### src/rtl/mem_access_ctrl_pkg.sv
// Shared bus widths, access size codes and controller state encoding.
// Imported by the memory access controller and its load aligner.
package mem_access_ctrl_pkg;

  localparam int MEM_SEL_BUS = 4;
  localparam int DATA_BUS    = 32;

  localparam logic [MEM_SEL_BUS-1:0] SEL_BYTE = 4'b0001;
  localparam logic [MEM_SEL_BUS-1:0] SEL_HALF = 4'b0011;
  localparam logic [MEM_SEL_BUS-1:0] SEL_WORD = 4'b1111;

  typedef enum logic [1:0] {
    S_IDLE = 2'd0,
    S_WAIT = 2'd1,
    S_DONE = 2'd2
  } state_e;

  function automatic logic sel_legal(
    input logic [MEM_SEL_BUS-1:0] sel
  );
    return (sel == SEL_BYTE) ||
           (sel == SEL_HALF) ||
           (sel == SEL_WORD);
  endfunction

  function automatic logic addr_aligned(
    input logic [MEM_SEL_BUS-1:0] sel,
    input logic [1:0]             off
  );
    logic ok;
    ok = 1'b1;
    if (sel == SEL_HALF) ok = ~off[0];
    if (sel == SEL_WORD) ok = (off == 2'b00);
    return ok;
  endfunction

endpackage

### src/rtl/load_align.sv
// Picks the addressed byte/half lane out of a read word and
// sign- or zero-extends it to the full data width.
module load_align
  import mem_access_ctrl_pkg::*;
(
  input  logic [DATA_BUS-1:0]    rdata_i,
  input  logic [MEM_SEL_BUS-1:0] size_i,
  input  logic [1:0]             off_i,
  input  logic                   sign_i,
  output logic [DATA_BUS-1:0]    data_o
);

  logic [7:0]  byte_v;
  logic [15:0] half_v;

  always_comb begin
    byte_v = rdata_i[{off_i, 3'b000} +: 8];
    half_v = off_i[1] ? rdata_i[31:16] : rdata_i[15:0];
    case (size_i)
      SEL_BYTE: data_o = {{24{sign_i & byte_v[7]}}, byte_v};
      SEL_HALF: data_o = {{16{sign_i & half_v[15]}}, half_v};
      default:  data_o = rdata_i;
    endcase
  end

endmodule

### src/rtl/mem_access_ctrl.sv
// Load/store unit bus controller: issues one bus access per legal
// request, stalls the pipeline until completion, formats loads.
module mem_access_ctrl
  import mem_access_ctrl_pkg::*;
(
  input  logic                   clk,
  input  logic                   rst,
  input  logic                   mem_read_flag,
  input  logic                   mem_write_flag,
  input  logic                   mem_sign_ext_flag,
  input  logic [MEM_SEL_BUS-1:0] mem_sel,
  input  logic [DATA_BUS-1:0]    mem_write_data,
  input  logic [DATA_BUS-1:0]    mem_addr,
  output logic                   ram_en,
  output logic [MEM_SEL_BUS-1:0] ram_write_en,
  output logic [DATA_BUS-1:0]    ram_addr,
  output logic [DATA_BUS-1:0]    ram_write_data,
  input  logic                   ram_ready,
  input  logic [DATA_BUS-1:0]    ram_read_data,
  output logic [DATA_BUS-1:0]    load_data,
  output logic                   stall_request,
  output logic                   addr_error
);

  state_e                 state_q;
  logic                   ram_en_q;
  logic [MEM_SEL_BUS-1:0] we_q;
  logic [DATA_BUS-1:0]    addr_q;
  logic [DATA_BUS-1:0]    wdata_q;
  logic [MEM_SEL_BUS-1:0] size_q;
  logic [1:0]             off_q;
  logic                   sign_q;
  logic                   is_ld_q;
  logic [DATA_BUS-1:0]    load_q;

  logic                   req_v;
  logic                   mis;
  logic                   go;
  logic [MEM_SEL_BUS-1:0] strb_d;
  logic [DATA_BUS-1:0]    wdata_d;
  logic [DATA_BUS-1:0]    fmt_data;

  assign req_v = (mem_read_flag | mem_write_flag) & sel_legal(mem_sel);
  assign mis   = req_v & ~addr_aligned(mem_sel, mem_addr[1:0]);
  assign go    = req_v & ~mis;

  always_comb begin
    strb_d = mem_sel << mem_addr[1:0];
    case (mem_sel)
      SEL_BYTE: wdata_d = {4{mem_write_data[7:0]}};
      SEL_HALF: wdata_d = {2{mem_write_data[15:0]}};
      default:  wdata_d = mem_write_data;
    endcase
  end

  load_align u_load_align (
    .rdata_i (ram_read_data),
    .size_i  (size_q),
    .off_i   (off_q),
    .sign_i  (sign_q),
    .data_o  (fmt_data)
  );

  always_ff @(posedge clk or posedge rst) begin
    if (rst) begin
      state_q  <= S_IDLE;
      ram_en_q <= 1'b0;
      we_q     <= '0;
      addr_q   <= '0;
      wdata_q  <= '0;
      size_q   <= '0;
      off_q    <= '0;
      sign_q   <= 1'b0;
      is_ld_q  <= 1'b0;
      load_q   <= '0;
    end else begin
      case (state_q)
        S_IDLE: begin
          if (go) begin
            state_q  <= S_WAIT;
            ram_en_q <= 1'b1;
            addr_q   <= {mem_addr[31:2], 2'b00};
            we_q     <= mem_read_flag ? '0 : strb_d;
            wdata_q  <= wdata_d;
            size_q   <= mem_sel;
            off_q    <= mem_addr[1:0];
            sign_q   <= mem_sign_ext_flag;
            is_ld_q  <= mem_read_flag;
          end
        end
        S_WAIT: begin
          if (ram_ready) begin
            state_q  <= S_DONE;
            ram_en_q <= 1'b0;
            we_q     <= '0;
            if (is_ld_q) load_q <= fmt_data;
          end
        end
        S_DONE:  state_q <= S_IDLE;
        default: state_q <= S_IDLE;
      endcase
    end
  end

  // Reset gating keeps these combinational flags low while rst is held.
  assign stall_request = ~rst &
    (((state_q == S_IDLE) & go) | (state_q == S_WAIT));
  assign addr_error    = ~rst & (state_q == S_IDLE) & mis;

  assign ram_en         = ram_en_q;
  assign ram_write_en   = we_q;
  assign ram_addr       = addr_q;
  assign ram_write_data = wdata_q;
  assign load_data      = load_q;

endmodule

### config.mk
export PLATFORM = sky130hd
export DESIGN_NAME = mem_access_ctrl
export DESIGN_NICKNAME = d
export VERILOG_FILES = /design/src/rtl/mem_access_ctrl_pkg.sv /design/src/rtl/load_align.sv /design/src/rtl/mem_access_ctrl.sv
export SDC_FILE = /design/constraint.sdc
export NUM_CORES = 1
export LEC_CHECK = 0
export BUFFER_PORTS_ARGS = -buffer_cell sky130_fd_sc_hd__buf_2
export CAP_MARGIN = 15
export CORE_MARGIN = 2
export CORE_UTILIZATION = 35
export CTS_CLUSTER_SIZE = 20
export DETAILED_ROUTE_END_ITERATION = 7
export PLACE_DENSITY = 0.7
export SYNTH_ARGS = -nofsm -noshare
export SYNTH_HDL_FRONTEND = slang
export SYNTH_HIERARCHICAL = 1
export SYNTH_SLANG_ARGS = --single-unit
### constraint.sdc
create_clock -name clk -period 5.1 [get_ports clk]
set_clock_uncertainty 0.15 [all_clocks]
set_input_delay 1.275 -clock clk [delete_from_list [all_inputs] [get_ports clk]]
set_output_delay 1.275 -clock clk [all_outputs]
set_load 0.05 [all_outputs]
==> Yosys cells after proc, flatten, opt, wreduce, memory -nomap -nowiden <==
Cells that the tools add are included.
{ "totals": {"ff_bits": 109, "in_bits": 106, "out_inout_bits": 103} }
{ "op_classes": {"eq_ne": 8, "shift": 2, "muxes": 15, "bitwise_logic": 15, "reduce_logical": 9} }
{ "op_table": {"columns": ["operator", "n"], "rows": [
  ["32-bit case mux with 2 select lines", 2],
  ["32-bit by 6-bit indexed part select with 8-bit output", 1],
  ["16-bit 2-to-1 mux", 1],
  ["4-bit 2-to-1 mux", 3],
  ["1-bit AND", 9],
  ["4-bit by 1-bit == test with 1-bit output, second input constant", 2],
  ["4-bit by 2-bit == test with 1-bit output, second input constant", 2],
  ["4-bit case mux with 2 select lines", 1],
  ["3-bit AND reduction", 2],
  ["4-bit == test, second input constant", 1],
  ["2-bit zero test", 2],
  ["1-bit 2-to-1 mux", 4],
  ["2-bit 2-to-1 mux", 2],
  ["2-bit inequality test, second input constant", 2],
  ["1-bit inverter", 4],
  ["2-bit case mux with 2 select lines", 1],
  ["2-bit AND reduction", 2],
  ["4-bit by 2-bit << shifter with 4-bit output", 1],
  ["2-bit by 1-bit == test with 1-bit output, second input constant", 1],
  ["1-bit logical OR", 2],
  ["1-bit bitwise OR", 2],
  ["1-bit case mux with 2 select lines", 1],
  ["2-bit nonzero test", 1]
]} }

==> Logic depth before layout (Yosys ltp) <==
Gate-level depths: netlist (run 1).
{ "depth": {"depth_word": 10, "ltp_mapped": 8, "depth_no_buf": 5} }

==> Cells and area by module <==
Netlist (run 1), hierarchy kept.
{ "by_module_without_submodules": {"columns": ["mod", "n_inst", "cells_each", "area_each_um2", "seq_area_each_um2"], "rows": [
  ["mem_access_ctrl", 1, 328, 4616.9, 2727.6],
  ["load_align", 1, 90, 604.3, 0.0]
]} }

==> Worst setup path after synthesis (run 1) <==
No wires, ideal clock.
{ "synth_timing": {"kind": "input to output", "startpoint": "input port rst", "endpoint": "output port stall_request", "t_arrival_ns": 4.149, "t_required_ns": 3.675, "path_slack_ns": -0.474, "cell_stages": 2, "cell_sequence": "inv_1 o21a_1"} }
{ "synth_between": {"elab_chain_cells": 2} }
{ "synth_lines": {"columns": ["item", "line", "source"], "rows": [
  ["start: declaration", "mem_access_ctrl.sv:7", "input logic rst,"],
  ["1-bit inverter", "mem_access_ctrl.sv:106", "assign stall_request = ~rst &"],
  ["1-bit AND", "mem_access_ctrl.sv:106", null],
  ["end: declaration", "mem_access_ctrl.sv:21", "output logic stall_request,"]
]} }
No other way between the ends.

==> Final worst setup path (run 1) <==
{ "layout_timing": {"startpoint": "input port mem_sel[1]", "endpoint": "output port stall_request"} }
{ "layout_between": {"elab_chain_cells": 10, "word_cells_on_any_way": 15, "classes_between": "eq/ne (3); mux (2); bitwise (8); reduce/logical (2)"} }
{ "layout_lines": {"columns": ["item", "line", "source"], "rows": [
  ["start: declaration", "mem_access_ctrl.sv:11", "input logic [MEM_SEL_BUS-1:0] mem_sel,"],
  ["4-bit by 2-bit == test with 1-bit output or 4-bit by 1-bit == test with 1-bit output (tied branches)", "mem_access_ctrl_pkg.sv:22, mem_access_ctrl_pkg.sv:32, mem_access_ctrl_pkg.sv:21", null],
  ["1-bit 2-to-1 mux or 1-bit logical OR (tied branches)", "mem_access_ctrl_pkg.sv:32, mem_access_ctrl_pkg.sv:21", null],
  ["1-bit 2-to-1 mux or 1-bit logical OR (tied branches)", "mem_access_ctrl_pkg.sv:33, mem_access_ctrl_pkg.sv:22", null],
  ["1-bit inverter or 1-bit AND (tied branches)", "mem_access_ctrl.sv:44, mem_access_ctrl.sv:43", null],
  ["1-bit AND", "mem_access_ctrl.sv:44", "assign mis = req_v & ~addr_aligned(mem_sel, mem_addr[1:0]);"],
  ["1-bit inverter", "mem_access_ctrl.sv:45", "assign go = req_v & ~mis;"],
  ["1-bit AND (*)", "mem_access_ctrl.sv:45", null],
  ["1-bit AND (*)", "mem_access_ctrl.sv:107", "(((state_q == S_IDLE) & go) | (state_q == S_WAIT));"],
  ["1-bit bitwise OR (*)", "mem_access_ctrl.sv:107", null],
  ["1-bit AND (*)", "mem_access_ctrl.sv:106", null]
]} }
Every way passes the cells marked *; elsewhere a longest branch is shown, timed or not.

==> results.json, run 1 <==
{
  "design.portCount": 209,
  "first_global_vias": 4102,
  "drt_pre_antenna_iters": 4,
  "ir_drop_uv": 324.5,
  "yosys_warnings": 6,
  "synth_top_area_share": 0.5224,
  "synth-edff-count": 0,
  "wire_per_inst_um": 16.27,
  "multi_input_area_sq_um": 2265,
  "end_kind": "output port",
  "drc_errors": 0,
  "status": "complete, no violations",
  "route.antenna.remaining_nets": 0,
  "synth.ff_latch_count": 109,
  "power.density_nw_per_um2": 612.9,
  "synth.avg_cell_area_sq_um": 12.49,
  "timing.final.max_slew_violations": 0,
  "start_kind": "input port",
  "design.final.nets": 721,
  "core_sq_um": 14530,
  "synth_cells": 418,
  "detail_route.iter0.violations": 216,
  "cts_tree": "done",
  "critical_path_required_ns": 3.67,
  "dp_hpwl_mm": 9.800,
  "power_spent_charging_and_discharging_nets_mw": 1.985,
  "rsz_0062_raised_after_global_routing": "no",
  "fin_hold_ws_ns": 0.3395,
  "worst_slew_margin_rel": 0.2828,
  "r2r_end": "ram_addr[2]",
  "h-tree-depth": 3,
  "grt_use_total": 0.1625,
  "p_comb_frac": 0.507,
  "via_per_inst": 4.909,
  "cts.clk_slew.worst_paths_ns": 0.07,
  "vias": 3947,
  "hold_start": "ram_en",
  "largest_net_degree_at_the_start_of_global_routing": 77,
  "hold_viol_final": 0,
  "synth.cell_area_sq_um": 5221,
  "die_x_um": 126.1,
  "design.die.area_sq_um": 15910,
  "maxCapViolations": 0,
  "register_area_sq_um": 2728,
  "netSwitchingFraction": 0.4878,
  "cp_max_fo": 15,
  "critical_path_class": "in2out",
  "cell_internal_pwr_mw": 2.084,
  "max_clock_freq_mhz": 252.2,
  "critical_path.startpoint": "mem_sel[1]",
  "setup-tns-final_ns": 0,
  "wire_length_of_the_first_global_routing_pass_mm": 20.73,
  "max_slew.worst_pin.slew_ns": 1.076,
  "rr_startpoint": "state_q[0]",
  "clock_power_share": 0.159,
  "seqPwrFrac": 0.334,
  "reg2reg_setup_slack_ns": 2.64,
  "hold_buffers": 0,
  "cts.repair_timing.setup_buffer_count": 0,
  "clockRootBuffer": "sky130_fd_sc_hd__clkbuf_16",
  "core.rowCount": 44,
  "synth_commonest_cells": "sky130_fd_sc_hd__dfrtp_1 (109), sky130_fd_sc_hd__mux2_2 (97), sky130_fd_sc_hd__nand2_1 (54)",
  "start_util": 0.3592,
  "finalSetupViolations": 0,
  "ctsLongestPathBuffers": 2,
  "drt_wl_total_mm": 13.08,
  "die_h_um": 126.1,
  "count_of_buffers_inserted_at_the_top_level_ports": 206,
  "share_of_layout_cells_above_drive_strength_1": 0.5484,
  "yosys_most_used_dff": "sky130_fd_sc_hd__dfrtp_1",
  "insertedDiodeCount": 0,
  "hp-class": "reg2reg",
  "gpl.final_weighted_congestion": 0.7913,
  "netlist.top_cell.by_area": "sky130_fd_sc_hd__dfrtp_1",
  "ys_top_cells_by_area": "sky130_fd_sc_hd__dfrtp_1 (52%), sky130_fd_sc_hd__mux2_2 (21%), sky130_fd_sc_hd__mux2i_1 (5.8%)",
  "sum_of_overflow_across_all_layers_after_global_routing": 0,
  "critical_path_arrival_ns": 2.54,
  "cts.repair.resized": 0,
  "yosysSeqAreaShare": 0.5224,
  "fin_crit_sh": 0.7775,
  "period_minus_ws_final_ns": 3.965,
  "antenna_found_initial": 0,
  "final.fill_count": 1348,
  "post-synth-top-count-cell": "sky130_fd_sc_hd__dfrtp_1",
  "r2r.worst_path.cells": 5,
  "numCtsBuffers": 9,
  "area_growth_syn_to_layout_pct": 27.17,
  "numClockSinks": 109,
  "static_leakage_nw": 3.333,
  "ys_async_sr_fraction": 1.000,
  "synth_cell_type_count": 42,
  "clock_insertion_delay_worst_skew_ns": 0.34,
  "crit_path_end": "stall_request"
}
## power by group through the flow
stage                     registers, mW  logic (mW)  clock network (mW)
final                              1.36        2.06               0.649
after floorplan                    2.39       0.560                   0
after global placement             1.35        2.05                   0
after CTS                          1.36        2.08               0.671
after detailed placement           1.38        2.08                   0
after global routing               1.40        2.16               0.707
## cell families after synthesis
family / Yosys count / share of synthesized area
compound gates: 50 / 0.07141
buf+inv: 46 / 0.04721
mux: 134 / 0.2883
other cells: 1 / 0.0007182
simple gates: 77 / 0.06830
flops: 109 / 0.5224
xor+xnor: 1 / 0.001678
## layout by cell type, fill, tap and decap left out, types with 2 or more instances in the layout
cell type / n
sky130_fd_sc_hd__a21o_1: 3
sky130_fd_sc_hd__a221o_1: 7
sky130_fd_sc_hd__a2bb2oi_1: 7
sky130_fd_sc_hd__and3_1: 2
sky130_fd_sc_hd__buf_2: 206
sky130_fd_sc_hd__buf_4: 5
sky130_fd_sc_hd__clkbuf_1: 2
sky130_fd_sc_hd__clkbuf_16: 9
sky130_fd_sc_hd__clkinv_4: 2
sky130_fd_sc_hd__clkinvlp_4: 3
sky130_fd_sc_hd__conb_1: 2
sky130_fd_sc_hd__dfrtp_1: 109
sky130_fd_sc_hd__inv_1: 19
sky130_fd_sc_hd__mux2_2: 97
sky130_fd_sc_hd__mux2_4: 6
sky130_fd_sc_hd__mux2i_1: 30
sky130_fd_sc_hd__nand2_1: 54
sky130_fd_sc_hd__nand3_1: 2
sky130_fd_sc_hd__nor2_1: 5
sky130_fd_sc_hd__nor3_1: 2
sky130_fd_sc_hd__o21ai_0: 18
sky130_fd_sc_hd__o22ai_1: 8
sky130_fd_sc_hd__or2_2: 2
## registers in the layout, summed over array words and instances (netlist names)
signal	count
load_data	32
ram_write_data	32
ram_addr	30
ram_write_en	4
size_q	4
off_q	2
state_q	2
is_ld_q	1
ram_en	1
sign_q	1
## worst max-delay path, cell delays in order
cell                        delay (ns)
sky130_fd_sc_hd__buf_2            0.31
sky130_fd_sc_hd__and3_1           0.22
sky130_fd_sc_hd__o2111ai_1        0.18
sky130_fd_sc_hd__nor2b_4          0.17
sky130_fd_sc_hd__o21a_1           0.13
sky130_fd_sc_hd__buf_2            0.25
## worst min-delay path by stage
stage	end	depth (start not counted)
floorplan	size_q[0]	1
global placement	ram_en	1
detailed placement	ram_en	1
CTS	ram_en	1
global route	load_data[28]	1
finish	ram_en	1
## metrics by stage
stage	utilization	power, mW	worst slack [ns]	cell area, sq um	std cells
after global placement	0.4383	3.402	1.208	6370	788
final	0.4569	4.070	1.135	6640	804
after CTS	0.4569	4.113	1.143	6640	804
after floorplan	-	2.950	0.3116	5229	419
after detailed placement	0.4383	3.451	1.147	6370	788
after global routing	0.4569	4.265	1.030	6640	804
## metal layers
| metal | track usage | part of all wire | vias up | routed length (um) |
|---|---|---|---|---|
| met1 | 0.2038 | 0.41 | 1915 | 5387 |
| li1 | - | - | 1858 | - |
| met2 | 0.2736 | 0.50 | 160 | 6533 |
| met5 | 0 | 0 | - | 0 |
| met4 | 0.05365 | 0.013 | 0 | 172 |
| met3 | 0.04291 | 0.075 | 14 | 985 |
## area by class of cell
type / instances / share of cell area
Clock buffer: 11 / 0.03505
Clock inverter: 5 / 0.005653
Inverter: 20 / 0.01187
Multi-Input combinational cell: 264 / 0.3411
Sequential cell: 109 / 0.4108
Tap cell: 184 / 0.03467
Timing Repair Buffer: 211 / 0.1609
Power figures use the tool's default switching activity.
==> inputs of run 2 (changes only) <==
Settings changed: PLACE_DENSITY 0.7 to 0.68.
Clock period 5.1 ns to 4 ns, I/O delays scaled along.
==> run 2 against run 1 <==
Non-clock buffer count up 1. Cell area up 0.66%. Final cell count unchanged. Routed wire length shrank 0.80%. Worst hold slack improved by 0.0024 ns. Critical path depth is the same. Die area is the same. Sequential power increased by 27%. Global-route usage is 0.19 points higher. Setup slack worse by 0.54 ns. Sequential share of layout area is 0.27 points lower. Critical path type unchanged. Critical endpoint unchanged. Largest cell class unchanged.
==> results.json, run 2 (synthesized netlist as in run 1, its figures left out) <==
{
  "status": "complete, no violations",
  "static_leakage_nw": 3.362,
  "cts.clk_slew.worst_paths_ns": 0.07,
  "max_clock_freq_mhz": 293.3,
  "die_h_um": 126.1,
  "area_growth_syn_to_layout_pct": 28.01,
  "design.die.area_sq_um": 15910,
  "max_slew.worst_pin.slew_ns": 1.071,
  "timing.final.max_slew_violations": 0,
  "dp_hpwl_mm": 9.656,
  "maxCapViolations": 0,
  "wire_per_inst_um": 16.14,
  "hp-class": "reg2reg",
  "critical_path_required_ns": 2.85,
  "final_common_cell": "sky130_fd_sc_hd__buf_2",
  "fin_crit_sh": 0.8523,
  "hold_buffers": 0,
  "pre_cts_slack_ns": 0.5128,
  "clock_power_share": 0.179,
  "final.fill_count": 1363,
  "layout.cell_area.non_filler_sq_um": 6684,
  "cell_internal_pwr_mw": 2.780,
  "insertedDiodeCount": 0,
  "largest_net_degree_at_the_start_of_global_routing": 77,
  "start_util": 0.3592,
  "end_kind": "output port",
  "period_minus_ws_final_ns": 3.409,
  "hold_viol_final": 0,
  "numCtsBuffers": 9,
  "via_per_inst": 4.960,
  "final.setup.worst_slack_ns": 0.5908,
  "design.final.nets": 722,
  "die_x_um": 126.1,
  "drt_wl_total_mm": 12.97,
  "ctsLongestPathBuffers": 2,
  "setup-tns-final_ns": 0,
  "critical_path_arrival_ns": 2.26,
  "cp_max_fo": 15,
  "clockRootBuffer": "sky130_fd_sc_hd__clkbuf_16",
  "drc_errors": 0,
  "detail_route.iter0.violations": 218,
  "cts.repair_timing.setup_buffer_count": 0,
  "start_kind": "input port",
  "route.antenna.remaining_nets": 0,
  "gpl.final_weighted_congestion": 0.8680,
  "netSwitchingFraction": 0.4753,
  "power_spent_charging_and_discharging_nets_mw": 2.519,
  "cts.repair.resized": 0,
  "grt_use_total": 0.1644,
  "finalSetupViolations": 0,
  "core_sq_um": 14530,
  "design.portCount": 209,
  "share_of_layout_cells_above_drive_strength_1": 0.5484,
  "critical_path_class": "in2out",
  "vias": 3988,
  "mostFrequentLayoutCells": "sky130_fd_sc_hd__buf_2 (206), sky130_fd_sc_hd__dfrtp_1 (109), sky130_fd_sc_hd__mux2_2 (97)",
  "first_global_vias": 4188,
  "cts_tree": "done",
  "power.density_nw_per_um2": 792.8,
  "clock_insertion_delay_worst_skew_ns": 0.34,
  "sum_of_overflow_across_all_layers_after_global_routing": 0,
  "seqPwrFrac": 0.326,
  "count_of_buffers_inserted_at_the_top_level_ports": 206,
  "power.total_mw": 5.299,
  "antenna_found_initial": 0,
  "drt_pre_antenna_iters": 4,
  "rsz_0062_raised_after_global_routing": "no",
  "h-tree-depth": 3,
  "worst_slew_margin_rel": 0.2858,
  "detailed_place.area_sq_um": 6377,
  "core.rowCount": 44,
  "numClockSinks": 109,
  "p_comb_frac": 0.495,
  "ir_drop_uv": 340.5,
  "wire_length_of_the_first_global_routing_pass_mm": 20.99
}
run 2: layout make-up:
| cell class | count | area (sq um) | area share |
|---|---|---|---|
| Sequential cell | 109 | 2728 | 0.4081 |
| Multi-Input combinational cell | 264 | 2265 | 0.3388 |
| Timing Repair Buffer | 212 | 1076 | 0.1610 |
| Clock buffer | 11 | 232.7 | 0.03482 |
| Tap cell | 184 | 230.2 | 0.03444 |
| Inverter | 20 | 78.83 | 0.01179 |
| Clock inverter | 4 | 73.82 | 0.01104 |
run 2: final timing paths:
kind                                 end  depth (start not counted)       start  slack (ns)
setup / recovery           stall_request                          6  mem_sel[1]        0.59
hold / removal                    ram_en                          1      ram_en        0.34
setup reg to reg            ram_addr[17]                          5  state_q[0]        1.53
hold reg to reg                   ram_en                          1      ram_en        0.34
max in group asynchronous   load_data[7]                          4         rst        1.70
min in group asynchronous    ram_addr[6]                          3         rst        0.68
run 2: layer usage:
layer | wire [um] | vias to the layer above | track usage
met2 | 6393 | 145 | 0.2676
met5 | 0 | - | 0
met4 | 197 | 0 | 0.05882
met3 | 906 | 12 | 0.03951
met1 | 5476 | 1967 | 0.2147
li1 | - | 1864 | -
run 2: power by group through the flow:
| stage | combinational, mW | sequential [mW] | clock, mW |
|---|---|---|---|
| floorplan | 0.715 | 3.05 | 0 |
| global placement | 2.61 | 1.73 | 0 |
| detailed placement | 2.64 | 1.75 | 0 |
| CTS | 2.64 | 1.74 | 0.978 |
| global route | 2.75 | 1.79 | 1.03 |
| finish | 2.62 | 1.73 | 0.948 |
run 2: critical path, cell delays in order:
cell	delay, ns
sky130_fd_sc_hd__buf_2	0.30
sky130_fd_sc_hd__and3_1	0.21
sky130_fd_sc_hd__o2111ai_1	0.19
sky130_fd_sc_hd__nor2b_4	0.17
sky130_fd_sc_hd__o21a_1	0.13
sky130_fd_sc_hd__buf_2	0.25
run 2: metrics by stage:
step | utilization | hold WS [ns] | std cells
after floorplan | - | 0.3128 | 419
after global placement | 0.4388 | 0.3212 | 789
after detailed placement | 0.4388 | 0.3291 | 789
after CTS | 0.4599 | 0.3475 | 804
after global routing | 0.4599 | 0.3670 | 804
final | 0.4599 | 0.3419 | 804
